`src/rtl/cpu_pkg.sv`:
```
// Shared CPU definitions: memory widths, arbiter state encoding and requester indices.
package cpu_pkg;

    localparam int DATA_W = 19;
    localparam int ADDR_W = 19;

    localparam logic REQ_LS = 1'b0;
    localparam logic REQ_IF = 1'b1;

    typedef enum logic [1:0] {
        IDLE  = 2'd0,
        ISSUE = 2'd1,
        WAIT  = 2'd2,
        DONE  = 2'd3
    } arb_state_t;

endpackage

```
`src/rtl/mem_port_arbiter_pick.sv`:
```
// Combinational winner selection between the load/store and fetch requesters.
module arb_pick
    import cpu_pkg::*;
(
    input  logic [1:0] req,
    input  logic       last_gnt,
    input  logic       rr_en,
    output logic       winner,
    output logic       valid
);

    // Tie goes to r0 in fixed mode, or to whoever was not served last in round-robin mode
    always_comb begin
        winner = REQ_LS;
        valid  = |req;
        case (req)
            2'b01: winner = REQ_LS;
            2'b10: winner = REQ_IF;
            2'b11: begin
                if (rr_en) begin
                    winner = ~last_gnt;
                end else begin
                    winner = REQ_LS;
                end
            end
            default: winner = REQ_LS;
        endcase
    end

endmodule

```
`src/rtl/mem_port_arbiter.sv`:
```
// Two-requester arbiter for the single data-memory port with fixed read latency.
// Define ARB_RR_EN for round-robin tie breaking; otherwise r0 has fixed priority.
module mem_port_arbiter
    import cpu_pkg::*;
#(
    parameter int MEM_LAT = 1
) (
    input  logic              clk,
    input  logic              reset,
    input  logic              r0_req,
    input  logic              r0_we,
    input  logic [ADDR_W-1:0] r0_addr,
    input  logic [DATA_W-1:0] r0_wdata,
    output logic              r0_gnt,
    output logic              r0_done,
    output logic [DATA_W-1:0] r0_rdata,
    input  logic              r1_req,
    input  logic              r1_we,
    input  logic [ADDR_W-1:0] r1_addr,
    input  logic [DATA_W-1:0] r1_wdata,
    output logic              r1_gnt,
    output logic              r1_done,
    output logic [DATA_W-1:0] r1_rdata,
    output logic              mem_en,
    output logic              mem_write,
    output logic [ADDR_W-1:0] mem_address,
    output logic [DATA_W-1:0] mem_data_out,
    input  logic [DATA_W-1:0] mem_data_in
);

    localparam logic [3:0] LAT_LOAD = 4'(MEM_LAT - 1);

`ifdef ARB_RR_EN
    localparam logic RR_EN = 1'b1;
`else
    localparam logic RR_EN = 1'b0;
`endif

    arb_state_t        state_r;
    arb_state_t        state_nx_s;
    logic [3:0]        lat_cnt_r;
    logic [3:0]        lat_cnt_nx_s;
    logic              last_gnt_r;
    logic              win_r;
    logic              pick_winner_s;
    logic              pick_valid_s;
    logic              grant_s;
    logic              capture_s;
    logic              done_set_s;
    logic              sel_we_s;
    logic [ADDR_W-1:0] sel_addr_s;
    logic [DATA_W-1:0] sel_wdata_s;

    arb_pick u_pick (
        .req      ({r1_req, r0_req}),
        .last_gnt (last_gnt_r),
        .rr_en    (RR_EN),
        .winner   (pick_winner_s),
        .valid    (pick_valid_s)
    );

    // Route the arbitration winner's request fields toward the memory registers
    always_comb begin
        if (pick_winner_s == REQ_IF) begin
            sel_we_s    = r1_we;
            sel_addr_s  = r1_addr;
            sel_wdata_s = r1_wdata;
        end else begin
            sel_we_s    = r0_we;
            sel_addr_s  = r0_addr;
            sel_wdata_s = r0_wdata;
        end
    end

    // Next-state logic; reads always spend MEM_LAT cycles in WAIT so the sample lands MEM_LAT cycles after ISSUE
    always_comb begin
        state_nx_s   = state_r;
        lat_cnt_nx_s = lat_cnt_r;
        grant_s      = 1'b0;
        capture_s    = 1'b0;
        done_set_s   = 1'b0;
        case (state_r)
            IDLE: begin
                if (pick_valid_s) begin
                    grant_s    = 1'b1;
                    state_nx_s = ISSUE;
                end else begin
                    state_nx_s = IDLE;
                end
            end
            ISSUE: begin
                if (mem_write) begin
                    done_set_s = 1'b1;
                    state_nx_s = DONE;
                end else begin
                    lat_cnt_nx_s = LAT_LOAD;
                    state_nx_s   = WAIT;
                end
            end
            WAIT: begin
                if (lat_cnt_r == 4'd0) begin
                    capture_s  = 1'b1;
                    done_set_s = 1'b1;
                    state_nx_s = DONE;
                end else begin
                    lat_cnt_nx_s = lat_cnt_r - 4'd1;
                end
            end
            DONE:    state_nx_s = IDLE;
            default: state_nx_s = IDLE;
        endcase
    end

    // State and latency counter registers
    always_ff @(posedge clk or negedge reset) begin
        if (!reset) begin
            state_r   <= IDLE;
            lat_cnt_r <= 4'd0;
        end else begin
            state_r   <= state_nx_s;
            lat_cnt_r <= lat_cnt_nx_s;
        end
    end

    // Memory-side strobes, grant pulses and arbitration history
    always_ff @(posedge clk or negedge reset) begin
        if (!reset) begin
            mem_en       <= 1'b0;
            mem_write    <= 1'b0;
            mem_address  <= {ADDR_W{1'b0}};
            mem_data_out <= {DATA_W{1'b0}};
            r0_gnt       <= 1'b0;
            r1_gnt       <= 1'b0;
            win_r        <= REQ_LS;
            last_gnt_r   <= 1'b1;
        end else begin
            mem_en    <= grant_s;
            mem_write <= grant_s & sel_we_s;
            r0_gnt    <= grant_s & (pick_winner_s == REQ_LS);
            r1_gnt    <= grant_s & (pick_winner_s == REQ_IF);
            if (grant_s) begin
                mem_address  <= sel_addr_s;
                mem_data_out <= sel_wdata_s;
                win_r        <= pick_winner_s;
                last_gnt_r   <= pick_winner_s;
            end
        end
    end

    // Completion pulses and per-requester read data
    always_ff @(posedge clk or negedge reset) begin
        if (!reset) begin
            r0_done  <= 1'b0;
            r1_done  <= 1'b0;
            r0_rdata <= {DATA_W{1'b0}};
            r1_rdata <= {DATA_W{1'b0}};
        end else begin
            r0_done <= done_set_s & (win_r == REQ_LS);
            r1_done <= done_set_s & (win_r == REQ_IF);
            if (capture_s) begin
                if (win_r == REQ_IF) begin
                    r1_rdata <= mem_data_in;
                end else begin
                    r0_rdata <= mem_data_in;
                end
            end
        end
    end

endmodule
```
`config.mk`:
```
export PLATFORM = sky130hd
export DESIGN_NAME = mem_port_arbiter
export DESIGN_NICKNAME = d
export VERILOG_FILES = /design/src/rtl/cpu_pkg.sv /design/src/rtl/mem_port_arbiter_pick.sv /design/src/rtl/mem_port_arbiter.sv
export SDC_FILE = /design/constraint.sdc
export NUM_CORES = 1
export LEC_CHECK = 0
export ABC_AREA = 1
export BUFFER_PORTS_ARGS = -buffer_cell sky130_fd_sc_hd__buf_2
export CAP_MARGIN = 20
export CORE_UTILIZATION = 46
export CTS_CLUSTER_DIAMETER = 30
export DETAILED_ROUTE_END_ITERATION = 8
export PLACE_DENSITY = 0.8
export SLEW_MARGIN = 20
export SYNTH_ARGS = -nofsm -noshare
export SYNTH_HDL_FRONTEND = slang
export SYNTH_SLANG_ARGS = --single-unit
```
`constraint.sdc`:
```
create_clock -name clk -period 1.6 [get_ports clk]
set_input_delay 0.16 -clock clk [delete_from_list [all_inputs] [get_ports clk]]
set_output_delay 0.16 -clock clk [all_outputs]
set_load 0.05 [all_outputs]
```
# [After elaboration in Yosys (flattened, before gate mapping)]
# Cells that the tools add are included.
[totals] inputBits=101 reg_bits=89 wordCells=52
[classes] n_reduce_logical=7 bitwise_logic=7 eq_ne=7 n_mux=17 addsub=1
[op_table] cell="19-bit two-way mux" count=2
[op_table] cell="1-bit two-way mux" count=9
[op_table] cell="4-bit two-way mux" count=2
[op_table] cell="2-bit case mux with 4 select lines" count=1
[op_table] cell="4-bit case mux with 2 select lines" count=1
[op_table] cell="2-bit == test (second input constant)" count=3
[op_table] cell="2-bit != test (second input constant)" count=3
[op_table] cell="1-bit AND" count=5
[op_table] cell="4-bit zero test" count=1
[op_table] cell="2-bit AND reduction" count=2
[op_table] cell="4-bit by 1-bit subtractor with 4-bit output (second input constant)" count=1
[op_table] cell="3-bit AND reduction" count=1
[op_table] cell="2-bit by 1-bit == test with 1-bit output (second input constant)" count=1
[op_table] cell="2-bit zero test" count=1
[op_table] cell="2-bit two-way mux" count=1
[op_table] cell="1-bit NOT" count=2
[op_table] cell="1-bit case mux with 2 select lines" count=1
[op_table] cell="2-bit nonzero test" count=1
[op_table] cell="2-bit OR reduction" count=1

# [Longest topological paths before layout]
[logic_depth] word_depth=4 mapped_depth=8

# [By module]
# Synthesis repeated with hierarchy kept, for this count alone.
[hier_totals] hier_cells=428 area_unflattened_um2=3906.2
[modules_own_cells] mod="mem_port_arbiter" instances=1 area_each_um2=3867.5 cells_per_inst=419 seq_area_each_um2=2253.4
[modules_own_cells] mod="arb_pick" instances=1 area_each_um2=38.8 cells_per_inst=9 seq_area_each_um2=0.0

# [Worst setup path after synthesis]
# Ideal clock, no wire load.
[synth_path] kind="register -> register" startpoint="reg lat_cnt_r[0]" endpoint="reg r0_rdata[10]" path_stages_with_launch=9 path_buffers=2 slack_ps=116 arrival_ps=1364 cell_sequence="dfrtp_1 > inv_1 > ha_1 > nor3b_4 > nand3_2 > buf_6 > buf_6 > nand2_1 > o21ai_2"
[synth_via] elab_chain_len=4
[synth_lines] item="start: declaration" line="mem_port_arbiter.sv:41" source="logic [3:0] lat_cnt_r;"
[synth_lines] item="start signal: assignment" line="mem_port_arbiter.sv:121" source="lat_cnt_r <= lat_cnt_nx_s;"
[synth_lines] item="4-bit zero test" line="mem_port_arbiter.sv:101" source="if (lat_cnt_r == 4'd0) begin"
[synth_lines] item="1-bit two-way mux" line="mem_port_arbiter.sv:101"
[synth_lines] item="1-bit two-way mux" line="mem_port_arbiter.sv:82" source="case (state_r)"
[synth_lines] item="2-bit AND reduction (no line)"
[synth_lines] item="end signal: assignment" line="mem_port_arbiter.sv:155" source="r0_rdata <= {DATA_W{1'b0}};"
[synth_lines] item="end signal: assignment" line="mem_port_arbiter.sv:164" source="r0_rdata <= mem_data_in;"
[synth_lines] item="end: declaration" line="mem_port_arbiter.sv:16" source="output logic [DATA_W-1:0] r0_rdata,"
# Every way passes these cells.
# A chain may end at the register's enable or synchronous reset.

# [Final worst setup path]
[layout_path] startpoint="reg lat_cnt_r[1]" endpoint="reg r0_rdata[1]"
# The elaborated chain is that of the path after synthesis.

==> impl_metrics.xml <==
<?xml version="1.0" encoding="UTF-8"?>
<metrics>
  <group name="timing">
    <metric name="layout_worst_path_cycle_share" unit="%">93.9</metric>
    <metric name="clock_skew" unit="ns">0.00799</metric>
    <metric name="final-setup-viol-count" unit="">0</metric>
    <metric name="layout_setup_ws" unit="ns">0.0977</metric>
    <metric name="worst_hold_margin" unit="ns">0.00673</metric>
    <metric name="finalWorstPathRequiredPeriod" unit="ns">1.50</metric>
    <metric name="worstMarginPinSlew" unit="ns">0.431</metric>
    <metric name="report.final.hold_viol_count" unit="">0</metric>
    <metric name="slew_violations" unit="">0</metric>
    <metric name="slew-limit-headroom" unit="%">71.3</metric>
    <metric name="max_clock_freq" unit="GHz">0.666</metric>
  </group>
  <group name="global_routing">
    <metric name="global_route.usage.met1" unit="%">28.0</metric>
    <metric name="grt_busiest_layer" unit="">met2</metric>
    <metric name="globalRouteTotalUtil" unit="%">22.4</metric>
    <metric name="grt_use_met2" unit="%">36.8</metric>
    <metric name="globalRouteMet3Util" unit="%">5.53</metric>
    <metric name="grt.overflow.total" unit="">0</metric>
    <metric name="grt_start_max_net_pins" unit="">45</metric>
    <metric name="first_global_vias" unit="">3289</metric>
    <metric name="number_of_antenna_violations_at_the_first_check_in_global_routing" unit="">0</metric>
    <metric name="wire_length_of_the_first_global_routing_pass" unit="um">15000</metric>
  </group>
  <group name="floorplan">
    <metric name="core-area" unit="mm^2">0.00789</metric>
    <metric name="die_h" unit="um">93.1</metric>
    <metric name="rows" unit="">32</metric>
    <metric name="fp.dieArea" unit="mm^2">0.00866</metric>
    <metric name="initial_core_util" unit="%">48.4</metric>
    <metric name="die_width" unit="um">93.1</metric>
    <metric name="floorplan.io_pins" unit="">183</metric>
  </group>
  <group name="placed_design">
    <metric name="finalWeightedCongestion" unit="">0.835</metric>
    <metric name="dp_hpwl" unit="um">6980</metric>
    <metric name="post_dp_cell_area" unit="mm^2">0.00484</metric>
    <metric name="placement.setup.worst_slack" unit="ns">0.0694</metric>
    <metric name="port_buffers" unit="">182</metric>
  </group>
  <group name="route">
    <metric name="num_vias" unit="">3449</metric>
    <metric name="wl_per_cell" unit="um">13.1</metric>
    <metric name="dr.first_iter.drc_count" unit="">156</metric>
    <metric name="ant_nets" unit="">0</metric>
    <metric name="remaining_drc_errors" unit="">0</metric>
    <metric name="wl" unit="um">9290</metric>
    <metric name="routed_via_density" unit="">4.85</metric>
    <metric name="drt-pass1-iter-count" unit="">5</metric>
  </group>
  <group name="synth">
    <metric name="number_of_enable_type_register_cells_in_the_synthesized_netlist" unit="">0</metric>
    <metric name="synthesis.area_per_instance" unit="um^2">9.08</metric>
    <metric name="yosysTopAreaCell" unit="">dfrtp_1</metric>
    <metric name="post_synth_inst_count" unit="">420</metric>
    <metric name="synth_sequential_area_ratio" unit="%">58.4</metric>
    <metric name="post_synth_num_cell_types" unit="">18</metric>
    <metric name="synthFlopType" unit="">dfrtp_1</metric>
    <metric name="synthesis.yosys.warnings" unit="">0</metric>
    <metric name="async_flop_share" unit="%">100</metric>
    <metric name="synth.top_cells.by_count" unit="">nand2_1, dfrtp_1, nand3_1</metric>
    <metric name="synth.net_count" unit="">527</metric>
    <metric name="syn-cell-area" unit="mm^2">0.00381</metric>
    <metric name="top_cells_by_area_synth" unit="">dfrtp_1, nand2_1, nand3_1, o21ai_2, o21ai_0</metric>
    <metric name="yosys_register_bits" unit="">89</metric>
    <metric name="synth_top_cell_area_share" unit="%">58.4</metric>
    <metric name="yosys.cell_count.top_type" unit="">nand2_1</metric>
  </group>
  <group name="setup_path">
    <metric name="max_stage_delay" unit="ns">0.40</metric>
    <metric name="crit_path_cells" unit="">inv_1 &gt; ha_2 &gt; nor3b_4 &gt; nand3_2 &gt; buf_12 &gt; o21ai_0</metric>
    <metric name="worstSetupPathType" unit="">reg -&gt; reg</metric>
    <metric name="largest_fanout_on_the_critical_path" unit="">38</metric>
    <metric name="cp.arrival" unit="ns">1.77</metric>
    <metric name="cp-start-kind" unit="">flop</metric>
    <metric name="critPathTopFamily" unit="">flip-flops</metric>
    <metric name="endpoint_kind" unit="">flop</metric>
    <metric name="critPathSlowestCell" unit="">dfrtp_1</metric>
    <metric name="worst-path-buf-inv" unit="">2</metric>
    <metric name="timing.critical_path.required" unit="ns">1.87</metric>
  </group>
  <group name="layout">
    <metric name="final_util" unit="%">64.4</metric>
    <metric name="synthesis_to_finish_area_growth" unit="%">33.2</metric>
    <metric name="finalNetCount" unit="">711</metric>
    <metric name="post_route_design_area" unit="mm^2">0.00508</metric>
    <metric name="final_layout_size_suffix_gt1_share" unit="%">38.4</metric>
    <metric name="diodes" unit="">0</metric>
  </group>
  <group name="pwr">
    <metric name="powerDensity" unit="mW/mm^2">2540</metric>
    <metric name="power.static_leakage" unit="nW">2.83</metric>
    <metric name="p_total" unit="mW">12.9</metric>
    <metric name="ir_drop_worst_vdd" unit="mV">1.21</metric>
  </group>
  <group name="cts">
    <metric name="cts_made_buffers" unit="">9</metric>
    <metric name="clk-insertion-delay-late" unit="ns">0.35</metric>
    <metric name="h-tree-depth" unit="">3</metric>
    <metric name="cts_tree" unit="">done</metric>
    <metric name="worst_setup_hold_path_clk_slew" unit="ns">0.09</metric>
    <metric name="cts.path.max_buffers" unit="">2</metric>
    <metric name="clock_sinks" unit="">89</metric>
    <metric name="clock-root-buffer" unit="">clkbuf_8</metric>
  </group>
  <group name="hold_path">
    <metric name="hold_path_class" unit="">in -&gt; reg</metric>
  </group>
  <group name="status">
    <metric name="outcome" unit="">finished clean</metric>
  </group>
  <group name="flow_run">
    <metric name="maxCapViolCount" unit="">0</metric>
  </group>
</metrics>
per-stage QoR:
step                cells  TNS [ns]
floorplan             420         0
global placement      693         0
detailed placement    693         0
CTS                   710         0
global route          711  -0.00251
finish                711         0
registers in the layout, summed over array words and instances (netlist names):
register	count
mem_en	1
mem_write	1
r0_gnt	1
mem_address	19
r1_rdata	19
win_r	1
r0_rdata	19
r1_done	1
lat_cnt_r	4
r1_gnt	1
mem_data_out	19
r0_done	1
state_r	2
layer usage:
metal  share of wire [%]  vias to the layer above  wire (um)
li1                    -                     1686          -
met1                  43                     1575       3980
met2                  46                      165       4280
met3                 7.8                       23        724
met4                 3.2                        0        299
met5                   0                        -          0
logic make-up (layout without fill, tap and decap cells):
| kind of cell | count (synthesis) | count (layout) | synth area share (%) |
|---|---|---|---|
| buffers and inverters | 49 | 238 | 6.79 |
| and+or+nand+nor | 228 | 228 | 24.6 |
| AOI/OAI and AO/OA | 48 | 48 | 8.27 |
| DFF | 89 | 89 | 58.4 |
| adders and majority gates | 6 | 6 | 1.97 |
report_power, final:
group / total (mW) / internal [mW] / switching (mW)
Combinational: 7.30 / 1.79 / 5.50
Sequential: 3.95 / 3.33 / 0.621
Clock: 1.65 / 0.879 / 0.773
worst reg2reg max path, stage by stage (launching register included):
cell	delay [ns]
dfrtp_1	0.40
inv_1	0.09
ha_2	0.18
nor3b_4	0.24
nand3_2	0.12
buf_12	0.20
o21ai_0	0.19
path summary, 6_finish.rpt:
kind / end / from / cells after the start / slack, ns
max: r0_rdata[1] / lat_cnt_r[1] / 6 / 0.1
max reg2reg: r0_rdata[1] / lat_cnt_r[1] / 6 / 0.1
min reg2reg: r1_rdata[8] / r1_rdata[8] / 2 / 0.48
max in group asynchronous: mem_address[9] / reset / 3 / 0.74
min in group asynchronous: r0_rdata[5] / reset / 2 / 0.28
min: mem_address[14] / r0_addr[14] / 3 / 0.007
cell usage in the layout, fill, tap and decap left out:
cell type      instances
buf_4                  5
nand3_1               41
clkinvlp_4             2
dlygate4sd3_1          1
ha_1                   4
nor2_2                 1
buf_6                  1
o21ai_0               20
or2_2                  1
buf_2                181
inv_1                 29
clkbuf_1               2
nand2_1              173
clkinv_2               1
nor3b_4                1
o21ai_2               21
nor2_1                 9
ha_2                   2
nand3_2                2
clkbuf_8               9
dfrtp_1               89
a21oi_1                2
bufinv_16              2
o21ai_1                5
buf_12                 5
cell type report:
cell class | count | area, um^2
Tap cell | 102 | 128
Clock buffer | 11 | 131
Inverter | 29 | 109
Fill cell | 664 | 2810
Timing Repair Buffer | 193 | 1060
Clock inverter | 5 | 80.1
Sequential cell | 89 | 2230
Multi-Input combinational cell | 282 | 1340
repair_timing:
action                     CTS  global route
hold endpoints to repair    31             0
hold buffers                 1             0
setup endpoints to repair    0            40
resized for setup            0             6
setup buffers                0             1
No activity file was read; power rests on OpenSTA's default activity.
